`src/rtl/irrigacao_multizona.sv`:
```
// Shared-pump irrigation sequencer: visits zones round-robin, sizes each zone's
// pump time from its moisture deficit (with hot-weather boost) and drives valve/pump.
module irrigacao_multizona #(
    parameter int N_ZONAS      = 4,
    parameter int ZW           = 2,
    parameter int CLK_HZ       = 50000000,
    parameter int MS_POR_PONTO = 1000,
    parameter int TEMP_QUENTE  = 35,
    parameter int NIVEL_MIN    = 15,
    parameter int NIVEL_HIST   = 5,
    parameter int T_VALVULA_MS = 200
) (
    input  logic                   clk,
    input  logic                   rst,
    input  logic                   ciclo_iniciar,
    input  logic [N_ZONAS-1:0]     zona_habilita,
    input  logic [8*N_ZONAS-1:0]   zona_solo,
    input  logic [8*N_ZONAS-1:0]   zona_umid_min,
    input  logic [16*N_ZONAS-1:0]  zona_tempo_max,
    input  logic [7:0]             sensor_temp,
    input  logic [7:0]             sensor_nivel,
    output logic [N_ZONAS-1:0]     valvula,
    output logic                   bomba_ligada,
    output logic [ZW-1:0]          zona_ativa,
    output logic [15:0]            tempo_restante_ms,
    output logic                   ocupado,
    output logic                   alerta_nivel_baixo,
    output logic                   ciclo_concluido,
    output logic [N_ZONAS-1:0]     zona_abortada
);

    localparam int DIV     = (CLK_HZ / 1000 < 1) ? 1 : CLK_HZ / 1000;
    localparam int PW      = (DIV > 1) ? $clog2(DIV) : 1;
    localparam int VW      = (T_VALVULA_MS > 1) ? $clog2(T_VALVULA_MS) : 1;
    localparam int N_SLOTS = 2 ** ZW;

    typedef enum logic [2:0] {
        OCIOSO,
        AVALIA,
        ABRE,
        IRRIGA,
        FECHA,
        PROXIMA
    } estado_t;

    estado_t estado_reg, estado_next;

    logic [PW-1:0]      presc_reg;
    logic [VW-1:0]      valv_cnt_reg;
    logic [ZW-1:0]      zona_ativa_reg;
    logic [15:0]        tempo_reg;
    logic [N_ZONAS-1:0] abortada_reg;
    logic               alerta_reg;

    logic               tick;
    logic               valv_fim;
    logic               entra_temporizado;
    logic               ultima_zona;
    logic               pula_zona;
    logic [N_ZONAS-1:0] zona_onehot;

    // Per-zone fields unpacked into power-of-two arrays so any zona_ativa value is a legal index
    logic [7:0]  solo_arr     [N_SLOTS];
    logic [7:0]  umid_min_arr [N_SLOTS];
    logic [15:0] tempo_max_arr[N_SLOTS];
    logic        habilita_arr [N_SLOTS];

    genvar gi;
    generate
        for (gi = 0; gi < N_SLOTS; gi++) begin : g_zona
            if (gi < N_ZONAS) begin : g_real
                assign solo_arr[gi]      = zona_solo[8*gi +: 8];
                assign umid_min_arr[gi]  = zona_umid_min[8*gi +: 8];
                assign tempo_max_arr[gi] = zona_tempo_max[16*gi +: 16];
                assign habilita_arr[gi]  = zona_habilita[gi];
            end else begin : g_vazia
                assign solo_arr[gi]      = 8'd0;
                assign umid_min_arr[gi]  = 8'd0;
                assign tempo_max_arr[gi] = 16'd0;
                assign habilita_arr[gi]  = 1'b0;
            end
        end
        for (gi = 0; gi < N_ZONAS; gi++) begin : g_onehot
            assign zona_onehot[gi] = (zona_ativa_reg == ZW'(gi));
        end
    endgenerate

    // Pump-time computation; its inputs matter only during the single AVALIA cycle
    logic [7:0]  solo_sel;
    logic [7:0]  umid_min_sel;
    logic [15:0] tempo_max_sel;
    logic [7:0]  deficit;
    logic [23:0] t_base;
    logic [24:0] t_comp;
    logic [15:0] tempo_calc;

    always_comb begin
        solo_sel      = solo_arr[zona_ativa_reg];
        umid_min_sel  = umid_min_arr[zona_ativa_reg];
        tempo_max_sel = tempo_max_arr[zona_ativa_reg];
        deficit       = (solo_sel < umid_min_sel) ? (umid_min_sel - solo_sel) : 8'd0;
        t_base        = 24'(deficit) * 24'(MS_POR_PONTO);
        if (sensor_temp > 8'(TEMP_QUENTE)) begin
            t_comp = {1'b0, t_base} + 25'(t_base >> 2);
        end else begin
            t_comp = {1'b0, t_base};
        end
        tempo_calc = (t_comp > 25'(tempo_max_sel)) ? tempo_max_sel : t_comp[15:0];
    end

    assign pula_zona   = !habilita_arr[zona_ativa_reg] || (tempo_calc == 16'd0) || alerta_reg;
    assign ultima_zona = (zona_ativa_reg == ZW'(N_ZONAS - 1));
    assign tick        = (presc_reg == PW'(DIV - 1));
    assign valv_fim    = tick && (valv_cnt_reg == VW'(T_VALVULA_MS - 1));

    // Restarting the prescaler on entry makes the first ms of every timed state a full ms
    assign entra_temporizado = (estado_next != estado_reg) &&
                               ((estado_next == ABRE) || (estado_next == IRRIGA) ||
                                (estado_next == FECHA));

    always_ff @(posedge clk) begin
        if (rst) begin
            estado_reg <= OCIOSO;
        end else begin
            estado_reg <= estado_next;
        end
    end

    always_comb begin
        estado_next = estado_reg;
        case (estado_reg)
            OCIOSO: begin
                if (ciclo_iniciar) begin
                    estado_next = AVALIA;
                end
            end
            AVALIA: begin
                estado_next = pula_zona ? PROXIMA : ABRE;
            end
            ABRE: begin
                if (valv_fim) begin
                    estado_next = IRRIGA;
                end
            end
            IRRIGA: begin
                if (alerta_reg) begin
                    estado_next = FECHA;
                end else if (tick && (tempo_reg <= 16'd1)) begin
                    estado_next = FECHA;
                end
            end
            FECHA: begin
                if (valv_fim) begin
                    estado_next = PROXIMA;
                end
            end
            PROXIMA: begin
                estado_next = ultima_zona ? OCIOSO : AVALIA;
            end
            default: begin
                estado_next = OCIOSO;
            end
        endcase
    end

    always_comb begin
        valvula         = '0;
        bomba_ligada    = 1'b0;
        ciclo_concluido = 1'b0;
        ocupado         = (estado_reg != OCIOSO);
        case (estado_reg)
            ABRE, FECHA: begin
                valvula = zona_onehot;
            end
            IRRIGA: begin
                valvula      = zona_onehot;
                bomba_ligada = 1'b1;
            end
            PROXIMA: begin
                ciclo_concluido = ultima_zona;
            end
            default: begin
                valvula = '0;
            end
        endcase
    end

    always_ff @(posedge clk) begin
        if (rst || entra_temporizado || tick) begin
            presc_reg <= '0;
        end else begin
            presc_reg <= presc_reg + PW'(1);
        end
    end

    always_ff @(posedge clk) begin
        if (rst || entra_temporizado) begin
            valv_cnt_reg <= '0;
        end else if (((estado_reg == ABRE) || (estado_reg == FECHA)) && tick) begin
            valv_cnt_reg <= valv_cnt_reg + VW'(1);
        end
    end

    // Level interlock with hysteresis band [NIVEL_MIN, NIVEL_MIN+NIVEL_HIST)
    always_ff @(posedge clk) begin
        if (rst) begin
            alerta_reg <= 1'b0;
        end else if (sensor_nivel < 8'(NIVEL_MIN)) begin
            alerta_reg <= 1'b1;
        end else if (sensor_nivel >= 8'(NIVEL_MIN + NIVEL_HIST)) begin
            alerta_reg <= 1'b0;
        end
    end

    always_ff @(posedge clk) begin
        if (rst) begin
            zona_ativa_reg <= '0;
            tempo_reg      <= '0;
            abortada_reg   <= '0;
        end else begin
            case (estado_reg)
                OCIOSO: begin
                    if (ciclo_iniciar) begin
                        zona_ativa_reg <= '0;
                        abortada_reg   <= '0;
                    end
                end
                AVALIA: begin
                    tempo_reg <= tempo_calc;
                end
                IRRIGA: begin
                    // An abort keeps the residual time visible for the operator
                    if (alerta_reg) begin
                        abortada_reg <= abortada_reg | zona_onehot;
                    end else if (tick) begin
                        tempo_reg <= tempo_reg - 16'd1;
                    end
                end
                PROXIMA: begin
                    if (!ultima_zona) begin
                        zona_ativa_reg <= zona_ativa_reg + ZW'(1);
                    end
                end
                default: begin
                    tempo_reg <= tempo_reg;
                end
            endcase
        end
    end

    assign zona_ativa         = zona_ativa_reg;
    assign tempo_restante_ms  = tempo_reg;
    assign zona_abortada      = abortada_reg;
    assign alerta_nivel_baixo = alerta_reg;

endmodule

```
`config.mk`:
```
export PLATFORM = sky130hd
export DESIGN_NAME = irrigacao_multizona
export DESIGN_NICKNAME = d
export VERILOG_FILES = /design/src/rtl/irrigacao_multizona.sv
export SDC_FILE = /design/constraint.sdc
export NUM_CORES = 1
export LEC_CHECK = 0
export ABC_CLOCK_PERIOD_IN_PS = 12200
export BUFFER_PORTS_ARGS = -buffer_cell sky130_fd_sc_hd__buf_2
export CAP_MARGIN = 0
export CORE_MARGIN = 4
export CORE_UTILIZATION = 50
export CTS_BUF_LIST = sky130_fd_sc_hd__clkbuf_16
export CTS_CLUSTER_SIZE = 8
export DETAILED_ROUTE_END_ITERATION = 8
export PLACE_DENSITY_LB_ADDON = 0.12
export SYNTH_ARGS = -nofsm -noshare
export SYNTH_HDL_FRONTEND = slang
export SYNTH_SLANG_ARGS = --single-unit
```
`constraint.sdc`:
```
create_clock -name clk -period 12.2 [get_ports clk]
set_input_delay 2.44 -clock clk [delete_from_list [all_inputs] [get_ports clk]]
set_output_delay 2.44 -clock clk [all_outputs]
set_load 0.05 [all_outputs]
```
==> results of run 1 <==
[path summary, 6_finish.rpt]
kind / endpoint / cells past startpoint
worst min-delay path: zona_abortada[2]$_SDFFE_PP0P_ / 2
worst max register to register: presc_reg[8]$_SDFF_PP0_ / 35
worst min register to register: zona_abortada[2]$_SDFFE_PP0P_ / 2
worst max-delay path: presc_reg[8]$_SDFF_PP0_ / 36
[routing by layer]
layer / GRT usage [%] / vias up / wire [um]
li1: - / 3391 / -
met1: 31.1 / 3220 / 8380
met2: 40.7 / 154 / 9410
met3: 1.65 / 23 / 676
met4: 5.30 / 0 / 316
met5: 0 / - / 0
[placed cells by master (no fill, tap or decap), drive strengths merged, types with 7 or more instances in the layout]
master,instances
buf,199
ha,82
inv,81
a21oi,63
nor2,59
nand2,57
dfxtp,50
o21ai,45
mux4,33
nor4,33
nand3,31
xnor2,30
nor3,26
fa,22
xor2,16
a21o,15
nand4,13
and3,10
nand2b,10
o211ai,10
nor2b,9
or3,9
a31oi,9
mux2i,8
o21a,7
[worst max-delay path: cells and delay by family]
family | cells | cell delay, ns
AO/OA/AOI/OAI | 10 | 2.65
multiplexers | 1 | 0.46
adder cells (fa/ha/maj) | 9 | 3.56
buffers and inverters | 5 | 0.46
XOR/XNOR | 1 | 0.33
AND/OR/NAND/NOR | 10 | 1.80
[through the flow]
step | cells | setup WS [ns] | hold WS (ns)
floorplan | 828 | 0.662 | 0.500
global placement | 1172 | 0.115 | 0.452
detailed placement | 1172 | 0.0465 | 0.462
CTS | 1180 | 0.310 | 0.486
global route | 1180 | 0.0317 | 0.501
finish | 1180 | 0.699 | 0.473
[layout make-up]
type / count / share of cell area (%)
tap: 176 / 2.65
multi-input combinational: 665 / 67.0
inverter: 82 / 3.71
timing repair buffer: 199 / 12.8
clock buffer: 5 / 1.51
sequential: 50 / 12.1
clock inverter: 3 / 0.256
[cell families (layout without fill, tap and decap cells)]
| group | count (synthesis) | count (layout) | share of synthesized area (%) |
|---|---|---|---|
| flops | 50 | 50 | 14.4 |
| xor+xnor | 46 | 46 | 5.78 |
| buf+inv | 113 | 289 | 6.50 |
| compound gates | 192 | 192 | 18.1 |
| simple gates | 281 | 281 | 22.2 |
| fa+ha+maj | 104 | 104 | 21.0 |
| mux | 42 | 42 | 12.0 |
==> summary.txt, run 1 <==
Detailed routing
  – Initial DRC Count: 380
  – DRC viols: 0
  – Routed WL per cell: 15.9 um
  – Pre-antenna DRT Iters: 5
  – Vias/cell: 5.75
  – Routed WL: 18800 um
  – Detail Route Antenna Nets: 0
  – Vias: 6788

Finish
  – Fillers: 1261
  – Share of layout cells above drive strength 1: 28.2%
  – Final design utilization: 61.7%
  – Multi-input gate area: 0.00557 sq mm
  – Antenna fix cells: 0
  – Storage cell area: 0.00100 sq mm
  – Final nets: 1258
  – Syn-to-layout area delta: 19.2%
  – Cell area after layout: 0.00831 sq mm

Setup path
  – Critical path's slowest cell: a2111oi_4
  – Crit path from: zona_umid_min[24]
  – Crit path arrival time: 11.70 ns
  – CP max FO: 24
  – Flop-to-flop setup slack: 1.96 ns
  – Reg-to-Reg Start: zona_ativa[0]$_SDFFE_PP0P_
  – Slowest stage delay, CP: 0.53 ns
  – Critical path data required time: 12.40 ns
  – Critical path class: in2reg
  – Worst setup EP type: register
  – Critical path launch point type: primary input
  – Most used cell, CP: fa_1

Yosys
  – Top post-synthesis cells by count: ha_1 (82), inv_1 (81), a21oi_1 (62)
  – Synth warn: 0
  – Seq/Total Area, Yosys: 14.4%
  – Main synth FF type: dfxtp_1
  – Yosys top cell by area: ha_1
  – Post-Syn Nets: 1083
  – Avg Cell Area, Syn: 8.42 sq um
  – Synth area leaders: ha_1 (15%), dfxtp_1 (14%), mux4_2 (10%)
  – Most common cell in the synthesized netlist: ha_1
  – Post-Syn Area: 0.00697 sq mm
  – #FFs+latches synth: 50
  – Gate Count Post-Synth: 828
  – Asr flop ratio synth: 0%
  – Synth top area share: 14.7%
  – Post-synth cell types: 70
  – EDFF count, synth: 0

Global route
  – Initial antenna violation count: 0
  – First-pass GRT wire length: 31300 um
  – Global route overflow: 0
  – GRT Total Usage: 23.1%
  – Largest net degree at the start of global routing: 37
  – Vias in the first global route: 6626

Run status
  – Status: complete, no violations

Placed design
  – Dpl hpwl: 15700 um
  – Gpl congestion: 0.892
  – Count of input and output buffers: 178
  – Area of placed instances: 0.00812 sq mm

CTS
  – CTS Sinks: 50
  – CTS tree: done
  – CTS H-tree depth: 2
  – CTS Buf Count: 5
  – # resized after CTS: 0
  – Buffers inserted during post-CTS setup optimization: 0
  – CTS Hold Bufs: 0
  – Latest clock arrival within the worst-skew pair: 0.29 ns
  – Clk pin slew, worst setup/hold paths: 0.07 ns
  – Maximum buffer depth of the clock tree: 2
  – CTS root buf: clkbuf_16

Timing
  – Slew @ Worst Pin: 0.867 ns
  – Clk_skew: 0.00706 ns
  – Tmin final: 11.50 ns
  – Fin Setup TNS: 0 ns
  – Rel. slew slack: 42.2%
  – RSZ-0062 raised after global routing: no
  – # setup viols final: 0
  – Fmax: 86.9 MHz
  – Final Hold Viols: 0
  – Max-slew violations: 0
  – Fin crit share: 94.3%

Die
  – Chip Height: 126 um
  – I/O pin count: 181
  – Initial Util: 51.8%
  – Die Wd: 126 um
  – Die area: 0.0159 sq mm
  – Core Region: 0.0135 sq mm
  – Site Rows: 42

Worst hold path
  – Type of the tightest min-delay check: reg2reg
  – Hold Startpoint: zona_abortada[2]$_SDFFE_PP0P_

Job
  – Max-Cap Viols: 0
Power of run 1 is not shown: default switching activity piles up to over one toggle a cycle in this logic, so the estimate is an artifact.
==> run 2: changes to the inputs <==
- CORE_MARGIN: 4 -> 8
==> run 2 against run 1 <==
Via count decreased by 0.25%. Sequential cell count unchanged. Maximum frequency decreased by 0.79%. Die area increased by 13%. Critical endpoint unchanged. Largest cell class unchanged.
==> summary.txt, run 2 (same netlist as run 1, synthesis figures left out) <==
Die
  – Die Wd: 134 um
  – I/O pin count: 181
  – Initial Util: 50.6%
  – Die area: 0.0180 sq mm
  – Site Rows: 43
  – Core Region: 0.0138 sq mm
  – Chip Height: 134 um

Setup path
  – Critical path data required time: 12.40 ns
  – Crit path arrival time: 11.79 ns
  – Most used cell, CP: ha_1
  – Slowest stage delay, CP: 0.52 ns
  – Critical path's slowest cell: fa_1
  – Worst setup EP type: register
  – Critical path launch point type: primary input
  – CP max FO: 24
  – Flop-to-flop setup slack: 1.93 ns
  – Critical path class: in2reg
  – R2r worst-path depth: 40
  – Reg-to-Reg Start: zona_ativa[1]$_SDFFE_PP0P_
  – R2r endpoint: presc_reg[8]$_SDFF_PP0_

Global route
  – First-pass GRT wire length: 32600 um
  – Vias in the first global route: 6742
  – Global route overflow: 0
  – GRT Total Usage: 21.7%
  – Initial antenna violation count: 0
  – Largest net degree at the start of global routing: 39

CTS
  – CTS root buf: clkbuf_16
  – Clk pin slew, worst setup/hold paths: 0.07 ns
  – CTS Buf Count: 5
  – # resized after CTS: 0
  – CTS Hold Bufs: 0
  – Latest clock arrival within the worst-skew pair: 0.29 ns
  – CTS H-tree depth: 2
  – CTS Sinks: 50
  – Maximum buffer depth of the clock tree: 2
  – Buffers inserted during post-CTS setup optimization: 0
  – CTS tree: done

Detailed routing
  – Met3 WL: 1020 um
  – Routed WL: 19700 um
  – DRC viols: 0
  – Top Metal Used: met4
  – Detail Route Antenna Nets: 0
  – Routed WL per cell: 16.6 um
  – Pre-antenna DRT Iters: 5
  – Vias: 6771
  – Routed wl met2: 9960 um
  – Met1 WL: 8550 um
  – Initial DRC Count: 323
  – Vias/cell: 5.71

Timing
  – Rel. slew slack: 37.5%
  – # setup viols final: 0
  – Tmin final: 11.59 ns
  – Fmax: 86.3 MHz
  – Hold WS: 0.471 ns
  – Slew @ Worst Pin: 0.937 ns
  – Max-slew violations: 0
  – Fin crit share: 95.0%
  – Fin Setup TNS: 0 ns
  – Final Hold Viols: 0
  – Clk_skew: 0.00367 ns
  – RSZ-0062 raised after global routing: no

Worst hold path
  – Hold Startpoint: zona_abortada[1]$_SDFFE_PP0P_
  – Hold Path Cell Cnt: 2
  – Type of the tightest min-delay check: reg2reg
  – Hold endpoint: zona_abortada[1]$_SDFFE_PP0P_

Finish
  – Commonest non-fill, non-tap cells in the layout: buf_2 (178), ha_1 (82), inv_1 (81)
  – Antenna fix cells: 0
  – Commonest non-fill, non-tap cell in the layout: buf_2
  – Share of layout cells above drive strength 1: 27.7%
  – Syn-to-layout area delta: 19.1%
  – Final nets: 1261

Job
  – Max-Cap Viols: 0

Placed design
  – Dpl hpwl: 16600 um
  – Gpl congestion: 0.890
  – Count of input and output buffers: 178

Run status
  – Status: complete, no violations
## run 2: cell types whose count changed in the layout (fill, tap and decap cells not counted), moves of 2 or more
cell / previous run / this run
nand2_1: 55 / 57
buf_4: 20 / 23
clkinvlp_4: 0 / 2
nand2_2: 2 / 0
clkinv_4: 2 / 0
## run 2: critical path, delay by kind of cell
family          cells  cell delay [ns]
simple gates       13             2.48
buf+inv             7             0.71
fa+ha+maj           9             3.33
xor+xnor            1             0.19
compound gates     10             2.11
mux                 1             0.46
## run 2: worst max path at each step
stage | startpoint | to | slack [ns] | cells past startpoint
floorplan | zona_ativa[0]$_SDFFE_PP0P_ | presc_reg[15]$_SDFF_PP0_ | 0.66 | 41
global placement | zona_umid_min[24] | presc_reg[9]$_SDFF_PP0_ | 0.05 | 40
CTS | zona_umid_min[24] | presc_reg[9]$_SDFF_PP0_ | 0.24 | 40
detailed placement | zona_umid_min[24] | presc_reg[14]$_SDFF_PP0_ | -0.02 | 40
global route | zona_umid_min[24] | presc_reg[8]$_SDFF_PP0_ | 0.04 | 40
finish | zona_umid_min[24] | presc_reg[8]$_SDFF_PP0_ | 0.61 | 41
## run 2: routing by layer
| metal | up-vias | global-route usage [%] |
|---|---|---|
| li1 | 3397 | - |
| met1 | 3200 | 27.4 |
| met2 | 160 | 38.8 |
| met3 | 14 | 3.10 |
| met4 | 0 | 3.37 |
| met5 | - | 0 |
## run 2: area by class of cell
type                            instances  area [sq um]
Fill cell                            1321          5470
Tap cell                              180           225
Clock buffer                            5           125
Clock inverter                          2          15.0
Sequential cell                        50          1000
Timing Repair Buffer                  202          1080
Inverter                               82           308
Multi-Input combinational cell        665          5540
## run 2: metrics by stage
step	instance area (sq um)	std cells	setup WS (ns)	util (%)
floorplan	6970	828	0.662	-
global placement	8150	1179	0.0522	59.2
detailed placement	8150	1179	-0.0170	59.2
CTS	8290	1186	0.244	60.2
finish	8300	1186	0.608	60.3
global route	8300	1186	0.0414	60.3
Power of run 2 is left out for the same reason.
